<file path="src/rtl/vga_stream_out.sv">
// vga_stream_out
// Programmable-timing VGA output stage. Free-running h/v raster counters
// define the frame; a pixel stream with a start-of-frame marker is locked
// to raster position (0,0) and its beats are painted into the active area.
// Every DAC-facing output is registered one clock after the raster position
// that produced it.
//
// Ports
//   clk_clk      pixel clock (only clock)
//   reset_reset  asynchronous, active-high reset
//   enable       raster enable; low holds counters at 0, SEEK, idle outputs
//   pix_data     {R,G,B} stream payload, R in the MSBs
//   pix_valid    stream beat valid
//   pix_sof      beat is the first pixel of a frame
//   pix_ready    combinational ready back to the stream source
//   vga_HS/VS    syncs, asserted level set by HS_POL / VS_POL
//   vga_BLANK    high in the visible area (DAC BLANK_n)
//   vga_SYNC     tied low
//   vga_R/G/B    colour
//   frame_start  one-cycle pulse on the output for raster (0,0)
//   underflow    sticky: stream starved on a visible pixel while locked
//
// Handshake: a beat transfers on a rising edge where pix_valid && pix_ready.
// pix_ready may depend on pix_valid/pix_sof but the source must hold a beat
// stable until it transfers.
module vga_stream_out #(
   parameter int H_ACTIVE = 640,
   parameter int H_FP     = 16,
   parameter int H_SYNC   = 96,
   parameter int H_BP     = 48,
   parameter int V_ACTIVE = 480,
   parameter int V_FP     = 10,
   parameter int V_SYNC   = 2,
   parameter int V_BP     = 33,
   parameter int COLOR_W  = 4,
   parameter bit HS_POL   = 1'b0,
   parameter bit VS_POL   = 1'b0
) (
   input  logic                 clk_clk,
   input  logic                 reset_reset,
   input  logic                 enable,
   input  logic [3*COLOR_W-1:0] pix_data,
   input  logic                 pix_valid,
   input  logic                 pix_sof,
   output logic                 pix_ready,
   output logic                 vga_HS,
   output logic                 vga_VS,
   output logic                 vga_BLANK,
   output logic                 vga_SYNC,
   output logic [COLOR_W-1:0]   vga_R,
   output logic [COLOR_W-1:0]   vga_G,
   output logic [COLOR_W-1:0]   vga_B,
   output logic                 frame_start,
   output logic                 underflow
);

   localparam int H_TOT    = H_ACTIVE + H_FP + H_SYNC + H_BP;
   localparam int V_TOT    = V_ACTIVE + V_FP + V_SYNC + V_BP;
   localparam int HW       = $clog2(H_TOT);
   localparam int VW       = $clog2(V_TOT);
   localparam int HS_START = H_ACTIVE + H_FP;
   localparam int HS_END   = HS_START + H_SYNC;
   localparam int VS_START = V_ACTIVE + V_FP;
   localparam int VS_END   = VS_START + V_SYNC;

   typedef enum logic {SEEK = 1'b0, LOCKED = 1'b1} state_t;

   state_t               state_q, state_d;
   logic [HW-1:0]        h;
   logic [VW-1:0]        v;
   logic                 bad_q, bad_d;
   logic                 starve;
   logic [3*COLOR_W-1:0] rgb_d;
   logic                 active, origin, h_last, frame_end, hs_on, vs_on;

   assign active    = (int'(h) < H_ACTIVE) && (int'(v) < V_ACTIVE);
   assign origin    = (h == '0) && (v == '0);
   assign h_last    = (h == HW'(H_TOT - 1));
   assign frame_end = h_last && (v == VW'(V_TOT - 1));
   assign hs_on     = (int'(h) >= HS_START) && (int'(h) < HS_END);
   assign vs_on     = (int'(v) >= VS_START) && (int'(v) < VS_END);
   assign vga_SYNC  = 1'b0;

   // Raster counters; held at the origin while disabled so the first
   // enabled cycle is position (0,0).
   always_ff @(posedge clk_clk or posedge reset_reset) begin
      if (reset_reset) begin
         h <= '0;
         v <= '0;
      end else if (!enable) begin
         h <= '0;
         v <= '0;
      end else if (h_last) begin
         h <= '0;
         v <= (v == VW'(V_TOT - 1)) ? '0 : v + VW'(1);
      end else begin
         h <= h + HW'(1);
      end
   end

   always_ff @(posedge clk_clk or posedge reset_reset) begin
      if (reset_reset) begin
         state_q <= SEEK;
         bad_q   <= 1'b0;
      end else begin
         state_q <= state_d;
         bad_q   <= bad_d;
      end
   end

   always_comb begin
      state_d   = state_q;
      bad_d     = bad_q;
      pix_ready = 1'b0;
      rgb_d     = '0;
      starve    = 1'b0;
      if (!enable) begin
         state_d = SEEK;
         bad_d   = 1'b0;
      end else begin
         case (state_q)
            SEEK: begin
               // Drain non-SOF beats; a SOF beat waits for the origin.
               pix_ready = pix_valid && (!pix_sof || origin);
               if (origin && pix_valid && pix_sof) begin
                  state_d = LOCKED;
                  bad_d   = 1'b0;
                  rgb_d   = pix_data;
               end
            end
            LOCKED: begin
               // A misplaced SOF is held at the head of the stream so it can
               // become pixel (0,0) after resynchronising.
               pix_ready = active && !(pix_valid && pix_sof && !origin);
               if (active) begin
                  if (!pix_valid) begin
                     starve = 1'b1;
                     bad_d  = 1'b1;
                  end else if (pix_sof && !origin) begin
                     bad_d = 1'b1;
                  end else begin
                     rgb_d = pix_data;
                  end
               end
               // A damaged frame still runs to completion before resync.
               if (frame_end && bad_q) begin
                  state_d = SEEK;
                  bad_d   = 1'b0;
               end
            end
            default: begin
               state_d = SEEK;
               bad_d   = 1'b0;
            end
         endcase
      end
   end

   always_ff @(posedge clk_clk or posedge reset_reset) begin
      if (reset_reset) begin
         vga_HS      <= ~HS_POL;
         vga_VS      <= ~VS_POL;
         vga_BLANK   <= 1'b0;
         vga_R       <= '0;
         vga_G       <= '0;
         vga_B       <= '0;
         frame_start <= 1'b0;
      end else if (!enable) begin
         vga_HS      <= ~HS_POL;
         vga_VS      <= ~VS_POL;
         vga_BLANK   <= 1'b0;
         vga_R       <= '0;
         vga_G       <= '0;
         vga_B       <= '0;
         frame_start <= 1'b0;
      end else begin
         vga_HS      <= hs_on ? HS_POL : ~HS_POL;
         vga_VS      <= vs_on ? VS_POL : ~VS_POL;
         vga_BLANK   <= active;
         vga_R       <= rgb_d[3*COLOR_W-1 -: COLOR_W];
         vga_G       <= rgb_d[2*COLOR_W-1 -: COLOR_W];
         vga_B       <= rgb_d[COLOR_W-1:0];
         frame_start <= origin;
      end
   end

   always_ff @(posedge clk_clk or posedge reset_reset) begin
      if (reset_reset) begin
         underflow <= 1'b0;
      end else if (starve) begin
         underflow <= 1'b1;
      end
   end

endmodule
</file>
<file path="config.mk">
export PLATFORM = sky130hd
export DESIGN_NAME = vga_stream_out
export DESIGN_NICKNAME = d
export VERILOG_FILES = /design/src/rtl/vga_stream_out.sv
export SDC_FILE = /design/constraint.sdc
export NUM_CORES = 1
export LEC_CHECK = 0
export CORE_ASPECT_RATIO = 0.6
export CORE_MARGIN = 2
export CORE_UTILIZATION = 35
export DETAILED_ROUTE_END_ITERATION = 8
export PLACE_DENSITY = 0.68
export SYNTH_ARGS = -nofsm -noshare
export SYNTH_HDL_FRONTEND = slang
export SYNTH_SLANG_ARGS = --single-unit
</file>
<file path="constraint.sdc">
create_clock -name clk_clk -period 3 [get_ports clk_clk]
set_input_delay 0.45 -clock clk_clk [delete_from_list [all_inputs] [get_ports clk_clk]]
set_output_delay 0.45 -clock clk_clk [all_outputs]
set_load 0.01 [all_outputs]
</file>
### Yosys cells after proc, flatten, opt, wreduce, memory -nomap -nowiden

Cells that the tools add are included.

* logic and storage cells: 83
* output and inout port bits: 19
* bits in registers: 39
* input port bits: 17

* reduce and logical (&&, ||, !) cells: 20
* $add $sub $neg: 2
* multiplexer cells: 36
* bitwise logic cells: 1
* $lt $le $gt $ge: 6
* eq/ne operators: 6

Operator list (count)
* $mux 10: 5
* $mux 12: 4
* $pmux 12 s2: 1
* $add 10x1->10 const B: 2
* $eq 10x10->1 const B: 2
* $logic_not 10->1: 2
* $lt 10x10->1 const B: 2
* $lt 10x9->1 const B: 2
* $mux 1: 20
* $logic_and 1x1->1: 13
* $mux 4: 3
* $ge 10x10->1 const B: 1
* $ge 10x9->1 const B: 1
* $pmux 1 s2: 3
* $ne 5x3->1 const B: 1
* $ne 4x2->1 const B: 1
* $logic_not 1->1: 3
* $ne 3x3->1 const B: 1
* $reduce_and 3->1: 1
* $ne 2x1->1 const B: 1
* $logic_or 1x1->1: 1
* $not 1->1: 1

### Depth between registers and ports, before layout

Gate-level depths: netlist of the first run.

* depth in word-level cells: 10
* depth in mapped cells: 9
* mapped depth without buffers: 7

### Least setup slack after synthesis of the first run

OpenSTA, ideal clock, no wires.

* kind: register -> output
* from: reg v[1]
* to: out pix_ready
* cell stages (with the launch flop): 7
* path slack: 0.611 ns
* arrival time: 1.939 ns
* required time: 2.550 ns
* path buffers: 1
* cell sequence: dfrtp_1 > inv_1 > ha_1 > or4b_1 > or4_1 > buf_2 > a31oi_1

* word-level cells in the longest chain between the ends: 8
* elaborated cells between the ends (all ways): 12
* those cells by class: order compare: 1; mux: 2; reduce/logical: 9

Ends and longest elaborated chain
* start, declared: RTL line 70 `logic [VW-1:0] v;`
* start signal, assigned: RTL line 95 `v <= (v == VW'(V_TOT - 1)) ? '0 : v + VW'(1);`
* parallel branches: the longest is 6 deep, another holds $lt 10x9->1
* $pmux 1 s2 (*): RTL line 121 `case (state_q)`
* $mux 1 (*): RTL line 117 `if (!enable) begin`
* end, declared: RTL line 45 `output logic pix_ready,`

Mark *: on every way between the ends.

### Final worst setup path of the first run

Ends and elaborated chain as after synthesis.

==> impl_metrics.env, run 1 <==
export IMPL_async_flop_share_pct=100
export IMPL_grt_first_pass_wirelength_um=5930
export IMPL_cts_hold_buf=0
export IMPL_synth_nets=201
export IMPL_totalWireLength_um=3640
export IMPL_synth_edf_count=0
export IMPL_synthCells=180
export IMPL_status="completed"
export IMPL_fin_crit_ns=2.78
export IMPL_initialDrtViolationCount=69
export IMPL_cp_end_kind="output port"
export IMPL_fp_dieH_um=59.8
export IMPL_wl_per_cell_um=12.6
export IMPL_synth_compound_area_share_pct=7.16
export IMPL_antenna_cells=0
export IMPL_cp_start_kind="flip-flop"
export IMPL_vias_per_cell=4.83
export IMPL_finalCritPeriodShare_pct=92.8
export IMPL_slew_headroom_pct=51.7
export IMPL_fin_tns_setup_ns=0
export IMPL_clockRootBuffer="clkbuf_8"
export IMPL_antenna_left=0
export IMPL_yosysSeqAreaShare_pct=53.9
export IMPL_grt_antenna_before_repair=0
export IMPL_rows=20
export IMPL_max_freq_mhz=359
export IMPL_gr_usage_all_layers_pct=13.3
export IMPL_cp_required_ns=2.55
export IMPL_clock_path_buffers=2
export IMPL_synth_area_um2=1820
export IMPL_synth_top_flop_cell="dfrtp_1"
export IMPL_post_route_drc_count=0
export IMPL_yosysUniqueCellTypes=37
export IMPL_gr_total_overflow=0
export IMPL_chipWidth_um=97.0
export IMPL_synth_mux_area_share_pct=0
export IMPL_criticalPathCategory="reg2out"
export IMPL_fp_coreArea_um2=5030
export IMPL_rsz0062_at_grt="false"
export IMPL_grt_pass1_vias=1246
export IMPL_p_leak_nw=1.05
export IMPL_die_area_um2=5800
export IMPL_yosysWarningCount=0
export IMPL_dp_hpwl_um=2610
export IMPL_worst_pin_slew_ns=0.719
export IMPL_synthXorXnorAreaFrac_pct=7.23
export IMPL_power_density_nw_per_um2=435
export IMPL_htreeDepth=2
export IMPL_drv_cap=0
export IMPL_synth_top_family_by_area="simple AND/OR/NAND/NOR gates"
export IMPL_synth_seq_cells=39
export IMPL_synth_adder_area_share_pct=2.75
export IMPL_yosys_area_share_simple_pct=24.6
export IMPL_final_max_slew_viol_count=0
export IMPL_fin_skew_ns=0.00967
export IMPL_min_path_type="reg2reg"
export IMPL_syn_avg_cell_area_um2=10.1
export IMPL_initial_utilization_pct=36.1
export IMPL_numCtsBuffers=5
export IMPL_grt_max_degree=40
export IMPL_io_buffers=34
export IMPL_clk_pin_slew_ns=0.08
export IMPL_setup_viol_count_final=0
export IMPL_cts_setup_buffers=0
export IMPL_arrival_ns=2.33
export IMPL_crit_fanout=5
export IMPL_gp_congestion=0.785
export IMPL_layout_nets=242
export IMPL_firstDrtPassIters=4
export IMPL_utilization_pct=46.2
export IMPL_tritoncts="built"
export IMPL_hold_viol=0
export IMPL_top_level_ports=36
export IMPL_ir_worst_vdd_uv=174
export IMPL_syn_to_final_growth_pct=27.8
export IMPL_clock_sinks=39
export IMPL_route_vias_total=1391
export IMPL_clk_latency_ns=0.29
export IMPL_layout_drive_gt1_share_pct=7.21
-- repair_timing --
action                     CTS  global route
resized for setup            1             2
setup endpoints to repair    1             1
pin swaps                    0             0
-- through the flow --
step                instances  total power [mW]  worst slack (ns)  hold slack [ns]  cell area [µm²]
finish                    288              1.01             0.217            0.467             2320
global route              288              1.06            0.0397            0.506             2320
CTS                       288              1.02            0.0928            0.473             2330
detailed placement        280             0.684             0.128            0.455             2250
global placement          280             0.682             0.171            0.454             2250
floorplan                 180             0.621             0.611            0.486             1820
-- kinds of logic (layout without fill, tap and decap cells) --
kind of cell,count (synthesis),count (layout)
buffers and inverters,17,59
and+or+nand+nor,87,87
AOI/OAI and AO/OA,17,17
DFF,39,39
adders and majority gates,4,4
other,1,1
xor gates and xnor gates,15,15
-- worst max-delay path, cell delays in order, from the launching register on --
cell and delay (ns):
dfrtp_1 0.42, inv_1 0.09, ha_1 0.14, or4b_1 0.45, or4_1 0.57, a31oi_1 0.22, clkbuf_2 0.16
-- routing by layer --
metal | routed length (µm) | global-route usage [%]
met1 | 1940 | 18.5
met5 | 0 | 0
met4 | 42 | 4.83
met2 | 1500 | 19.5
met3 | 161 | 4.44
-- area by class of cell --
| type | instances | area [µm²] |
|---|---|---|
| well taps | 66 | 82.6 |
| fillers | 506 | 2710 |
| flip-flops and latches | 39 | 978 |
| clock inverters | 1 | 5.00 |
| multi-input cells | 124 | 762 |
| clock buffers | 7 | 76.3 |
| inverters | 12 | 45.0 |
| repair buffers | 39 | 373 |
-- sequential cells by signal (all words and copies together), names as in the netlist, 4 cells and up --
signal and cells:
vga_G 4, h 10, vga_R 4, vga_B 4, v 10
-- synth_stat cells, drive strengths merged, types with 4 or more instances --
library cell / n / area share, %
dfrtp: 37 / 51
nor2: 27 / 5.6
and2: 12 / 4.1
nand2: 12 / 2.5
inv: 11 / 2.3
xor2: 10 / 4.8
nand4: 9 / 3.1
and3: 6 / 2.1
nand3: 6 / 1.7
nor3: 5 / 1.4
xnor2: 5 / 2.4
a21oi: 4 / 1.1
ha: 4 / 2.8
o21ai: 4 / 1.1
-- power by group --
group          switching, mW  internal, mW
combinational         0.0567        0.0629
sequential           0.00995         0.541
clock                  0.176         0.163
total                  0.243         0.767
-- placed cells by master, fill, tap and decap left out, types with 2 or more instances in the layout --
master           synthesis  routed
and3_1                   6       6
xnor2_1                  5       5
dfstp_2                  2       2
a21oi_1                  4       4
xor2_1                  10      10
clkdlybuf4s50_1          0      33
or3_1                    3       3
nor2_1                  27      27
clkbuf_8                 0       5
ha_1                     4       4
nand3_1                  6       6
inv_1                   11      11
nand4_1                  9       9
a31oi_1                  2       2
clkbuf_1                 2       2
dfrtp_1                 37      37
nand2_1                 12      12
nor3_1                   5       5
o21ai_0                  4       4
buf_4                    1       5
and2_1                  12      12
-- final timing paths --
| path | start | endpoint | slack (ns) | cells after the start |
|---|---|---|---|---|
| worst max-delay path | v[1]$_DFFE_PP0P_ | pix_ready | 0.22 | 6 |
| worst min-delay path | underflow$_DFFE_PP0P_ | underflow$_DFFE_PP0P_ | 0.47 | 1 |
| worst max register to register | v[1]$_DFFE_PP0P_ | vga_R[1]$_DFF_PP0_ | 0.27 | 7 |
| worst min register to register | underflow$_DFFE_PP0P_ | underflow$_DFFE_PP0P_ | 0.47 | 1 |
| max in group asynchronous | reset_reset | vga_VS$_DFF_PP1_ | 2.08 | 3 |
| min in group asynchronous | reset_reset | vga_B[1]$_DFF_PP0_ | 0.56 | 3 |
No activity file was read; power rests on OpenSTA's default activity.
==> run 2, diff against run 1 <==
--- a/config.mk
+++ b/config.mk
@@ -5,8 +5,6 @@
 export SDC_FILE = /design/constraint.sdc
 export NUM_CORES = 1
 export LEC_CHECK = 0
-export CORE_ASPECT_RATIO = 0.6
-export CORE_MARGIN = 2
 export CORE_UTILIZATION = 35
 export DETAILED_ROUTE_END_ITERATION = 8
 export PLACE_DENSITY = 0.68
==> run 2 against run 1 <==
  * Sequential share of layout area shrank 0.74 points
  * Cell area grew 1.8%
  * Clock power grew 32%
  * Non-clock buffer count is the same
  * Combinational power is essentially flat
  * Flip-flop and latch count is the same
  * Critical path depth is the same
  * Critical path type unchanged
  * Die area shrank 5.5%
  * Sequential power is essentially flat
  * Routed wire length shrank 4.4%
==> impl_metrics.env, run 2 (synthesis gave the netlist of run 1 again) <==
export IMPL_chipWidth_um=74.0
export IMPL_wl_met1_um=1640
export IMPL_route_vias_total=1381
export IMPL_slew_headroom_pct=32.4
export IMPL_clock_sinks=39
export IMPL_ir_worst_vdd_uv=203
export IMPL_hold_viol=0
export IMPL_clk_pin_slew_ns=0.08
export IMPL_drv_cap=0
export IMPL_fp_dieH_um=74.0
export IMPL_syn_to_final_growth_pct=30.1
export IMPL_grt_pass1_vias=1264
export IMPL_firstDrtPassIters=4
export IMPL_cp_required_ns=2.55
export IMPL_vias_per_cell=4.78
export IMPL_finalCritPeriodShare_pct=94.5
export IMPL_min_path_type="reg2reg"
export IMPL_initial_utilization_pct=37.5
export IMPL_gp_congestion=0.819
export IMPL_fp_coreArea_um2=4850
export IMPL_clk_latency_ns=0.29
export IMPL_rows=25
export IMPL_cp_end_kind="output port"
export IMPL_io_buffers=34
export IMPL_power_density_nw_per_um2=473
export IMPL_fin_skew_ns=0.00442
export IMPL_crit_fanout=5
export IMPL_final_cell_mix="37 x dfrtp_1, 33 x clkdlybuf4s50_1, 27 x nor2_1, 12 x nand2_1, 12 x and2_1"
export IMPL_utilization_pct=48.7
export IMPL_htreeDepth=2
export IMPL_seqPwrFrac_pct=49.3
export IMPL_power_frac_clock_pct=40.1
export IMPL_dp_hpwl_um=2520
export IMPL_p_sw_share_pct=21.9
export IMPL_totalWireLength_um=3480
export IMPL_antenna_left=0
export IMPL_grt_antenna_before_repair=0
export IMPL_switching_power_uw=245
export IMPL_gr_total_overflow=0
export IMPL_r2r_slack_ns=0.31
export IMPL_crit_path_cell_trace="inv_1 > ha_1 > or4b_1 > or4_1 > a31oi_1 > dlygate4sd2_1"
export IMPL_worst_pin_slew_ns=1.01
export IMPL_status="completed"
export IMPL_cts_setup_buffers=0
export IMPL_critPathSlowestCell="or4_1"
export IMPL_slowest_delay_ns=0.56
export IMPL_wl_met2_um=1620
export IMPL_final_max_slew_viol_count=0
export IMPL_antenna_cells=0
export IMPL_die_area_um2=5480
export IMPL_clockRootBuffer="clkbuf_8"
export IMPL_criticalPathCategory="reg2out"
export IMPL_fin_crit_ns=2.84
export IMPL_crit_start="v[1]$_DFFE_PP0P_"
export IMPL_wl_per_cell_um=12.0
export IMPL_grt_max_degree=26
export IMPL_nFillCells=449
export IMPL_fin_tns_setup_ns=0
export IMPL_p_leak_nw=1.08
export IMPL_worstReg2RegEnd="vga_G[2]$_DFF_PP0_"
export IMPL_initialDrtViolationCount=74
export IMPL_highest_layer="met4"
export IMPL_clock_path_buffers=2
export IMPL_cp_endpoint="pix_ready"
export IMPL_setup_viol_count_final=0
export IMPL_layout_nets=242
export IMPL_grt_first_pass_wirelength_um=5770
export IMPL_post_route_drc_count=0
export IMPL_numCtsBuffers=5
export IMPL_wl_met3_um=137
export IMPL_r2r_cells=7
export IMPL_final_common_cell="dfrtp_1"
export IMPL_gr_usage_all_layers_pct=14.0
export IMPL_arrival_ns=2.39
export IMPL_layout_drive_gt1_share_pct=7.66
export IMPL_cp_start_kind="flip-flop"
export IMPL_internal_power_uw=873
export IMPL_rsz0062_at_grt="false"
export IMPL_max_freq_mhz=353
export IMPL_pwr_share_comb_pct=10.6
export IMPL_rr_startpoint="v[1]$_DFFE_PP0P_"
export IMPL_tritoncts="built"
export IMPL_top_level_ports=36
export IMPL_reg_top3="h (10), v (10)"
-- run 2: cell count changes in the layout (fill, tap and decap cells not counted) --
cell	delta
clkbuf_1	-2
clkbuf_2	-1
bufinv_16	+1
dlygate4sd2_1	+1
clkbuf_8	+1
-- run 2: how the worst min path moves through the flow --
stage	start	slack (ns)	to	cells past startpoint
6_report	underflow$_DFFE_PP0P_	0.47	underflow$_DFFE_PP0P_	1
5_1_grt	underflow$_DFFE_PP0P_	0.50	underflow$_DFFE_PP0P_	1
4_1_cts	underflow$_DFFE_PP0P_	0.48	underflow$_DFFE_PP0P_	1
3_5_place_dp	underflow$_DFFE_PP0P_	0.46	underflow$_DFFE_PP0P_	1
3_3_place_gp	underflow$_DFFE_PP0P_	0.46	underflow$_DFFE_PP0P_	1
2_1_floorplan	v[9]$_DFFE_PP0P_	0.49	vga_BLANK$_DFF_PP0_	1
-- run 2: critical path: cells and delay by family, from the launching register on --
kind	cells	cell delay, ns
buffers and inverters	2	0.37
and+or+nand+nor	2	1.01
DFF	1	0.43
AOI/OAI and AO/OA	1	0.18
adders and majority gates	1	0.13
-- run 2: cell type report --
class	instances	area, µm²	share of cell area [%]
Sequential cell	39	978	41.4
Multi-Input combinational cell	124	762	32.2
Timing Repair Buffer	39	377	15.9
Tap cell	67	83.8	3.55
Clock buffer	6	82.6	3.49
Inverter	12	45.0	1.91
Clock inverter	2	35.0	1.48
-- run 2: metrics by stage --
stage	setup slack (ns)	instances	power, mW	hold slack (ns)	area (µm²)
finish	0.165	289	1.12	0.472	2360
global route	0.0478	289	1.17	0.502	2360
global placement	0.218	281	0.682	0.458	2250
detailed placement	0.196	281	0.683	0.459	2250
CTS	0.149	289	1.13	0.476	2360
floorplan	0.611	180	0.621	0.486	1820
-- run 2: per-layer routing --
metal / vias to the layer above / track usage (%)
li1: 685 / -
met1: 658 / 17.7
met2: 29 / 21.4
met3: 9 / 4.07
met4: 0 / 7.48
met5: - / 0
-- run 2: power by group through the flow --
stage | Combinational [mW] | Clock [mW] | Sequential, mW
floorplan | 0.0548 | 0 | 0.566
global placement | 0.121 | 0 | 0.561
detailed placement | 0.121 | 0 | 0.562
CTS | 0.121 | 0.460 | 0.551
global route | 0.132 | 0.482 | 0.553
finish | 0.119 | 0.448 | 0.551
-- run 2: what timing repair did --
action                     CTS  global route
gates resized for setup      1             0
setup endpoints to repair    1             0
hold buffers                 0             0
